--- config.mk ---
export PLATFORM = sky130hd
export DESIGN_NAME = load_store_unit
export DESIGN_NICKNAME = d
export VERILOG_FILES = /design/src/rtl/load_store_unit_pkg.sv /design/src/rtl/lsu_lane_align.sv /design/src/rtl/load_store_unit.sv
export SDC_FILE = /design/constraint.sdc
export NUM_CORES = 1
export LEC_CHECK = 0
export ABC_AREA = 1
export BUFFER_PORTS_ARGS = -buffer_cell sky130_fd_sc_hd__buf_2
export CAP_MARGIN = 30
export CELL_PAD_IN_SITES_DETAIL_PLACEMENT = 1
export CELL_PAD_IN_SITES_GLOBAL_PLACEMENT = 1
export CORE_ASPECT_RATIO = 1.25
export CORE_MARGIN = 5
export CORE_UTILIZATION = 34
export CTS_CLUSTER_DIAMETER = 40
export DETAILED_ROUTE_END_ITERATION = 6
export HOLD_SLACK_MARGIN = 0.05
export PLACE_DENSITY = 0.85
export REMOVE_ABC_BUFFERS = 1
export SYNTH_ARGS = -nofsm -noshare
export SYNTH_HDL_FRONTEND = slang
export SYNTH_SLANG_ARGS = --single-unit
export TNS_END_PERCENT = 30
--- constraint.sdc ---
create_clock -name clk -period 1.7 [get_ports clk]
set_clock_uncertainty 0.05 [all_clocks]
set_input_delay 0.34 -clock clk [delete_from_list [all_inputs] [get_ports clk]]
set_output_delay 0.34 -clock clk [all_outputs]
set_load 0.02 [all_outputs]
--- src/rtl/load_store_unit_pkg.sv ---
// ============================================================================
// Module : load_store_unit_pkg
// Desc   : Shared size encodings, FSM state type and alignment helper for the LSU.
// Rev    : 1.0
// ============================================================================
`default_nettype none

package load_store_unit_pkg;

   typedef logic [1:0] lsu_size_t;
   localparam lsu_size_t SZ_B = 2'b00;
   localparam lsu_size_t SZ_H = 2'b01;
   localparam lsu_size_t SZ_W = 2'b10;

   typedef logic [1:0] lsu_state_t;
   localparam lsu_state_t ST_IDLE   = 2'd0;
   localparam lsu_state_t ST_ACCESS = 2'd1;
   localparam lsu_state_t ST_RESP   = 2'd2;

   // Size 2'b11 is treated as a word, so it falls into the default arm.
   function automatic logic lsu_misaligned(input lsu_size_t size, input logic [1:0] off);
      logic mis;
      case (size)
         SZ_B:    mis = 1'b0;
         SZ_H:    mis = off[0];
         default: mis = (off != 2'b00);
      endcase
      return mis;
   endfunction

endpackage

`default_nettype wire

--- src/rtl/lsu_lane_align.sv ---
// ============================================================================
// Module : lsu_lane_align
// Desc   : Combinational byte-lane logic: store strobes/replication, load extract.
// Rev    : 1.0
// ============================================================================
`default_nettype none

module lsu_lane_align
   import load_store_unit_pkg::*;
(
   input  logic [1:0]  size_i,
   input  logic [1:0]  off_i,
   input  logic        unsigned_i,
   input  logic [31:0] wdata_i,
   input  logic [31:0] rdata_i,
   output logic [3:0]  be_o,
   output logic [31:0] wdata_o,
   output logic [31:0] rdata_o
);

   logic [1:0]  off_al;
   logic [31:0] shifted;

   // Offsets are forced down to the access size so misaligned requests stay in-word.
   always_comb begin
      off_al  = 2'b00;
      be_o    = 4'b1111;
      wdata_o = wdata_i;
      case (size_i)
         SZ_B: begin
            off_al  = off_i;
            be_o    = 4'b0001 << off_al;
            wdata_o = {4{wdata_i[7:0]}};
         end
         SZ_H: begin
            off_al  = {off_i[1], 1'b0};
            be_o    = 4'b0011 << off_al;
            wdata_o = {2{wdata_i[15:0]}};
         end
         default: begin
            off_al  = 2'b00;
            be_o    = 4'b1111;
            wdata_o = wdata_i;
         end
      endcase
   end

   always_comb begin
      shifted = rdata_i >> {off_al, 3'b000};
      case (size_i)
         SZ_B:    rdata_o = {{24{~unsigned_i & shifted[7]}}, shifted[7:0]};
         SZ_H:    rdata_o = {{16{~unsigned_i & shifted[15]}}, shifted[15:0]};
         default: rdata_o = shifted;
      endcase
   end

endmodule

`default_nettype wire

--- src/rtl/load_store_unit.sv ---
// ============================================================================
// Module : load_store_unit
// Desc   : Single-outstanding load/store unit with access timeout.
//          Define LSU_MISALIGN_TRAP_EN to reject misaligned half/word accesses.
// Rev    : 1.0
// ============================================================================
`default_nettype none

module load_store_unit
   import load_store_unit_pkg::*;
#(
   parameter int ADDR_W  = 32,
   parameter int TIMEOUT = 15
)(
   input  logic              clk,
   input  logic              rst,
   input  logic              req_valid,
   output logic              req_ready,
   input  logic              req_we,
   input  logic [1:0]        req_size,
   input  logic              req_unsigned,
   input  logic [ADDR_W-1:0] req_addr,
   input  logic [31:0]       req_wdata,
   output logic              rsp_valid,
   output logic [31:0]       rsp_rdata,
   output logic              rsp_err,
   output logic              mem_en,
   output logic [3:0]        mem_be,
   output logic [ADDR_W-1:0] mem_addr,
   output logic [31:0]       mem_wdata,
   input  logic [31:0]       mem_rdata,
   input  logic              mem_ack
);

   localparam int CNT_W = $clog2(TIMEOUT + 1);
   localparam logic [CNT_W-1:0] CNT_LAST = CNT_W'(TIMEOUT - 1);

   lsu_state_t        state_q, state_d;
   logic [CNT_W-1:0]  cnt_q, cnt_d;
   logic              we_q, we_d;
   logic [1:0]        size_q, size_d;
   logic              uns_q, uns_d;
   logic [ADDR_W-1:0] addr_q, addr_d;
   logic [31:0]       wdata_q, wdata_d;
   logic              err_q, err_d;
   logic [31:0]       rdata_q, rdata_d;

   logic [3:0]        lane_be;
   logic [31:0]       lane_wdata;
   logic [31:0]       lane_rdata;
   logic              trap;
   logic              in_access;
   logic              in_resp;

   lsu_lane_align u_lane (
      .size_i     (size_q),
      .off_i      (addr_q[1:0]),
      .unsigned_i (uns_q),
      .wdata_i    (wdata_q),
      .rdata_i    (mem_rdata),
      .be_o       (lane_be),
      .wdata_o    (lane_wdata),
      .rdata_o    (lane_rdata)
   );

`ifdef LSU_MISALIGN_TRAP_EN
   assign trap = lsu_misaligned(req_size, req_addr[1:0]);
`else
   assign trap = 1'b0;
`endif

   always_comb begin
      state_d = state_q;
      cnt_d   = cnt_q;
      we_d    = we_q;
      size_d  = size_q;
      uns_d   = uns_q;
      addr_d  = addr_q;
      wdata_d = wdata_q;
      err_d   = err_q;
      rdata_d = rdata_q;
      case (state_q)
         ST_IDLE: begin
            if (req_valid) begin
               we_d    = req_we;
               size_d  = req_size;
               uns_d   = req_unsigned;
               addr_d  = req_addr;
               wdata_d = req_wdata;
               cnt_d   = '0;
               rdata_d = 32'h0;
               err_d   = trap;
               state_d = trap ? ST_RESP : ST_ACCESS;
            end
         end
         ST_ACCESS: begin
            // An ack landing on the final allowed cycle still wins over the timeout.
            if (mem_ack) begin
               rdata_d = we_q ? 32'h0 : lane_rdata;
               err_d   = 1'b0;
               state_d = ST_RESP;
            end else if (cnt_q == CNT_LAST) begin
               rdata_d = 32'h0;
               err_d   = 1'b1;
               state_d = ST_RESP;
            end else begin
               cnt_d = cnt_q + 1'b1;
            end
         end
         ST_RESP:  state_d = ST_IDLE;
         default:  state_d = ST_IDLE;
      endcase
   end

   always_ff @(posedge clk) begin
      if (rst) begin
         state_q <= ST_IDLE;
         cnt_q   <= '0;
         we_q    <= 1'b0;
         size_q  <= 2'b00;
         uns_q   <= 1'b0;
         addr_q  <= '0;
         wdata_q <= 32'h0;
         err_q   <= 1'b0;
         rdata_q <= 32'h0;
      end else begin
         state_q <= state_d;
         cnt_q   <= cnt_d;
         we_q    <= we_d;
         size_q  <= size_d;
         uns_q   <= uns_d;
         addr_q  <= addr_d;
         wdata_q <= wdata_d;
         err_q   <= err_d;
         rdata_q <= rdata_d;
      end
   end

   assign in_access = (state_q == ST_ACCESS);
   assign in_resp   = (state_q == ST_RESP);

   assign req_ready = (state_q == ST_IDLE);
   assign rsp_valid = in_resp;
   assign rsp_err   = in_resp & err_q;
   assign rsp_rdata = in_resp ? rdata_q : 32'h0;

   assign mem_en    = in_access;
   assign mem_be    = (in_access && we_q) ? lane_be : 4'b0000;
   assign mem_addr  = in_access ? {addr_q[ADDR_W-1:2], 2'b00} : '0;
   assign mem_wdata = in_access ? lane_wdata : 32'h0;

endmodule

`default_nettype wire

# Word level (Yosys, flattened, before mapping)
# Cells that the tools add are included.
[word_totals]
register_bits = 107
in_bits = 104
output_inout_bits = 104
[op_classes]
n_mux = 25
n_eq_ne = 8
reduce_logical = 8
n_shift = 3
n_bitwise = 4
add_sub_neg = 1
[op_table]
columns = ["operator", "count"]
rows = [
  ["$mux 32", 7],
  ["$pmux 32 s2", 3],
  ["$shr 32x5->32", 1],
  ["$mux 4", 4],
  ["$pmux 4 s2", 2],
  ["$pmux 2 s2", 2],
  ["$mux 2", 3],
  ["$ne 2x2->1 const B", 3],
  ["$add 4x1->4 const B", 1],
  ["$eq 2x1->1 const B", 2],
  ["$eq 4x4->1 const B", 1],
  ["$logic_not 2->1", 2],
  ["$reduce_and 2->1", 2],
  ["$reduce_and 4->1", 1],
  ["$shl 1x2->4 const A", 1],
  ["$shl 2x2->4 const A", 1],
  ["$and 1x1->1", 3],
  ["$mux 1", 3],
  ["$ne 3x2->1 const B", 1],
  ["$reduce_and 3->1", 1],
  ["$eq 2x2->1 const B", 1],
  ["$pmux 1 s2", 1],
  ["$reduce_bool 2->1", 1],
  ["$logic_and 1x1->1", 1],
  ["$not 1->1", 1],
]

# Logic depth before layout (Yosys ltp)
[logic_depth]
word_depth = 8
ltp_mapped = 10
mapped_depth_nobuf = 9

# Cells and area by module
# A second synthesis with hierarchy kept.
[hier_totals]
hier_cells = 915
hier_area_um2 = 5793.1
[by_module_without_submodules]
columns = ["module", "cells_each", "area_per_inst_um2", "n_inst", "seq_area_each_um2"]
rows = [
  ["load_store_unit", 669, 4591.9, 1, 2142.1],
  ["lsu_lane_align", 246, 1201.2, 1, 0.0],
]

# Worst setup path before layout
# Ideal clock, no wire load.
[synth_timing]
kind = "reg-to-output"
start = "register state_q[1]"
end = "output port mem_wdata[30]"
path_slack_ns = -0.168
t_arrival_ns = 1.478
stages_incl_launch_ff = 7
required_time_ns = 1.310
n_path_buf = 1
path_cell_list = "dfxtp_1 inv_1 nand2_2 inv_2 clkbuf_1 o21ai_0 nor2_1"
[synth_between]
elab_chain_cells = 2
[synth_lines]
columns = ["item", "line_no", "rtl"]
rows = [
  ["start, declared", "load_store_unit.sv:38", "lsu_state_t state_q, state_d;"],
  ["start signal, assigned", "load_store_unit.sv:127", "state_q <= state_d;"],
  ["$eq 2x1->1", "load_store_unit.sv:139", "assign in_access = (state_q == ST_ACCESS);"],
  ["net mem_en", "load_store_unit.sv:27", "output logic mem_en,"],
  ["$mux 32", "load_store_unit.sv:150", "assign mem_wdata = in_access ? lane_wdata : 32'h0;"],
  ["end, declared", "load_store_unit.sv:30", "output logic [31:0] mem_wdata,"],
]
# The timed path passes the listed nets, and every way through them passes these cells.

# Worst setup path in the final report
[layout_timing]
start = "register state_q[1]"
end = "output port mem_wdata[31]"
[layout_between]
elab_chain_cells = 2
[layout_lines]
columns = ["item", "line_no"]
rows = [
  ["$eq 2x1->1", "load_store_unit.sv:139"],
  ["$mux 32", "load_store_unit.sv:150"],
]
# Every way passes these cells.

==> summary.txt <==
Timing
  – Part of the cycle the worst path needs: 115%
  – Tmin final: 1950 ps
  – Final hold slack: 189 ps
  – Fmax: 0.513 GHz
  – Final hold vios: 0
  – Setup violations, final: 118
  – Final worst slack: -251 ps
  – RSZ-0062 raised after global routing: true
  – Final Max Slew Viols: 0

Worst setup path
  – Worst Setup Start Kind: register
  – Worst setup EP type: output port
  – Worst-path maximum fanout: 7
  – CP arrival: 1560 ps
  – CP Class: reg2out
  – Data required time of the critical path: 1310 ps

Synth
  – Distinct cells, synth: 35
  – Seq/Total Area, Yosys: 39.5%
  – Avg Inst Size Synth: 6.73 sq um
  – Top-count cell post-synth: nor2_1
  – Synth Warn #: 0
  – Ys async rst share: 0%
  – Synth area leaders: dfxtp_1 (40%), nor2_1 (11%), o21ai_0 (9.4%)
  – Cell taking the most area after synthesis: dfxtp_1
  – Share of the synthesized area in the top cell type: 39.5%
  – Top post-synthesis cells by count: nor2_1 (154), dfxtp_1 (107), inv_1 (107)
  – Number of enable flip-flop cells after synthesis: 0
  – Post-Syn Area: 5420 sq um
  – Cells after Synth: 805
  – Ys flop type: dfxtp_1
  – Flops & latches, synth: 107

Placed design
  – DP HPWL: 14.3 mm
  – GPL Wtd Cong: 0.806
  – Port Buffer Count: 205
  – Area of placed instances: 6870 sq um

Floorplanning
  – Row Count: 51
  – Die H: 151 microns
  – Total Die Area: 18600 sq um
  – Starting Density: 34.7%
  – Die width: 123 microns
  – Core area: 15600 sq um
  – I/O Pins: 208

Status
  – Failing checks: negative setup slack
  – Status: finished with violations

Drt
  – Mean number of vias per cell: 5.01
  – Met1 WL: 8.90 mm
  – WL final: 23.2 mm
  – Initial DRC count: 376
  – Residual DRC: 0
  – Met2 Wirelength: 11.8 mm
  – Met3 routed WL: 1.88 mm
  – Wirelength per Cell: 18.7 microns
  – Drt pass-1 iters: 4
  – Top Metal Used: met5
  – Vias: 6204
  – Routed Antenna Nets: 0

Layout
  – P&R area growth vs syn: 52.1%
  – Nets@finish: 1127
  – Fraction of layout cells with a size suffix above 1: 40.5%
  – Final instance area: 8250 sq um
  – Post-route core utilization: 52.7%

Clock tree
  – Clk_lat worst skew: 360 ps
  – Clk sinks: 107
  – Number of buffers created by CTS: 9
  – Root buffer cell: clkbuf_16
  – Max clock buf depth: 2
  – CTS tree: yes
  – H-Tree Depth: 3
  – Clk slew on worst S/H paths: 80 ps

Power
  – Sw power: 2.41 mW
  – Sequential share of power: 40.3%
  – Internal: 4.52 mW
  – Gate power share: 28.3%
  – Worst vdd rail ir drop: 0.000538 V
  – Pwr dens: 840 nW/um^2
  – Clock share of power: 31.3%
  – Leakage Power: 3.55 nW
  – Sw Share: 34.8%

Global route
  – Initial antenna violation count: 4
  – Number of global-route vias before repair: 6649
  – GRT overflow: 0
  – Total track usage: 23.5%
  – Largest net degree at the start of global routing: 66
  – First-pass GRT wire length: 34.1 mm

Flow run
  – Max cap viols: 0

Hold path
  – Hold Crit Class: in2reg
sequential cells by signal, indices dropped and copies added, names as in the netlist:
name and cells:
addr_q 32, cnt_q 4, err_q 1, rdata_q 32, size_q 2, state_q 2, uns_q 1, wdata_q 32
we_q 1
cells in the final DEF (no fill, tap or decap), drive strengths merged:
| cell type | count |
|---|---|
| nand2 | 103 |
| clkbuf | 14 |
| nand3 | 26 |
| a31oi | 2 |
| clkinv | 3 |
| o22ai | 8 |
| clkinvlp | 1 |
| and3 | 1 |
| ha | 2 |
| diode | 1 |
| a211oi | 1 |
| nor3 | 7 |
| o211a | 1 |
| dfxtp | 107 |
| conb | 2 |
| nor2 | 158 |
| inv | 116 |
| a21oi | 101 |
| buf | 251 |
| o21ai | 122 |
power groups by stage:
stage / clock network, mW / registers (mW) / logic (mW)
2_1_floorplan: 0 / 2.82 / 0.853
3_3_place_gp: 0 / 2.82 / 1.50
3_5_place_dp: 0 / 2.83 / 1.54
4_1_cts: 2.18 / 2.78 / 1.77
5_1_grt: 2.32 / 2.81 / 2.12
6_report: 2.17 / 2.79 / 1.96
final timing paths:
check	startpoint	end	slack [ps]	cells after the start
min reg2reg	addr_q[2]	addr_q[2]	410	2
max reg2reg	size_q[1]	rdata_q[18]	-70	10
min	req_wdata[10]	wdata_q[10]	190	3
max	state_q[1]	mem_wdata[31]	-250	6
critical path: stages, from the launching register on:
cell and delay (ps):
dfxtp_2 330, inv_2 80, nand2_4 90, buf_6 160
buf_12 150, nor3_4 220, buf_6 150
routing by layer:
| metal | global-route usage (%) | vias to the layer above |
|---|---|---|
| li1 | - | 2988 |
| met1 | 26.9 | 2922 |
| met2 | 41.3 | 238 |
| met3 | 6.69 | 50 |
| met4 | 8.85 | 6 |
| met5 | 0 | - |
kinds of logic (layout without fill, tap and decap cells):
group	count (synthesis)	in the layout	share of synthesized area, %
AOI/OAI and AO/OA	235	235	23.3
adders and majority gates	2	2	0.462
buffers and inverters	166	385	12.9
DFF	107	107	39.5
other	1	3	0.0692
and+or+nand+nor	294	295	23.8
final cells by class:
| type | instances | area, sq um |
|---|---|---|
| diodes | 1 | 2.50 |
| multi-input cells | 534 | 3020 |
| fillers | 1980 | 7390 |
| flip-flops and latches | 107 | 2150 |
| clock buffers | 10 | 239 |
| well taps | 212 | 265 |
| repair buffers | 255 | 2070 |
| clock inverters | 6 | 56.3 |
| inverters | 114 | 449 |
stage by stage:
step | setup WS [ps] | instances | total power, mW | setup TNS (ps)
2_1_floorplan | -1220 | 754 | 3.67 | -100220
3_3_place_gp | 16.7 | 1207 | 4.33 | 0
3_5_place_dp | -7.07 | 1207 | 4.37 | -13.7
4_1_cts | -219 | 1232 | 6.73 | -16930
5_1_grt | -292 | 1239 | 7.25 | -24220
6_report | -251 | 1239 | 6.93 | -15020
repair_timing:
| action | CTS | global route |
|---|---|---|
| cloned | 3 | 4 |
| buffers inserted | 6 | 2 |
| hold buffers | 0 | 0 |
| endpoints found under the setup margin | 119 | 132 |
| pin swaps | 9 | 5 |
| gates resized for setup | 188 | 99 |
| endpoints found under the hold margin | 0 | 0 |
Note: power is estimated with default switching activity, not from simulation.
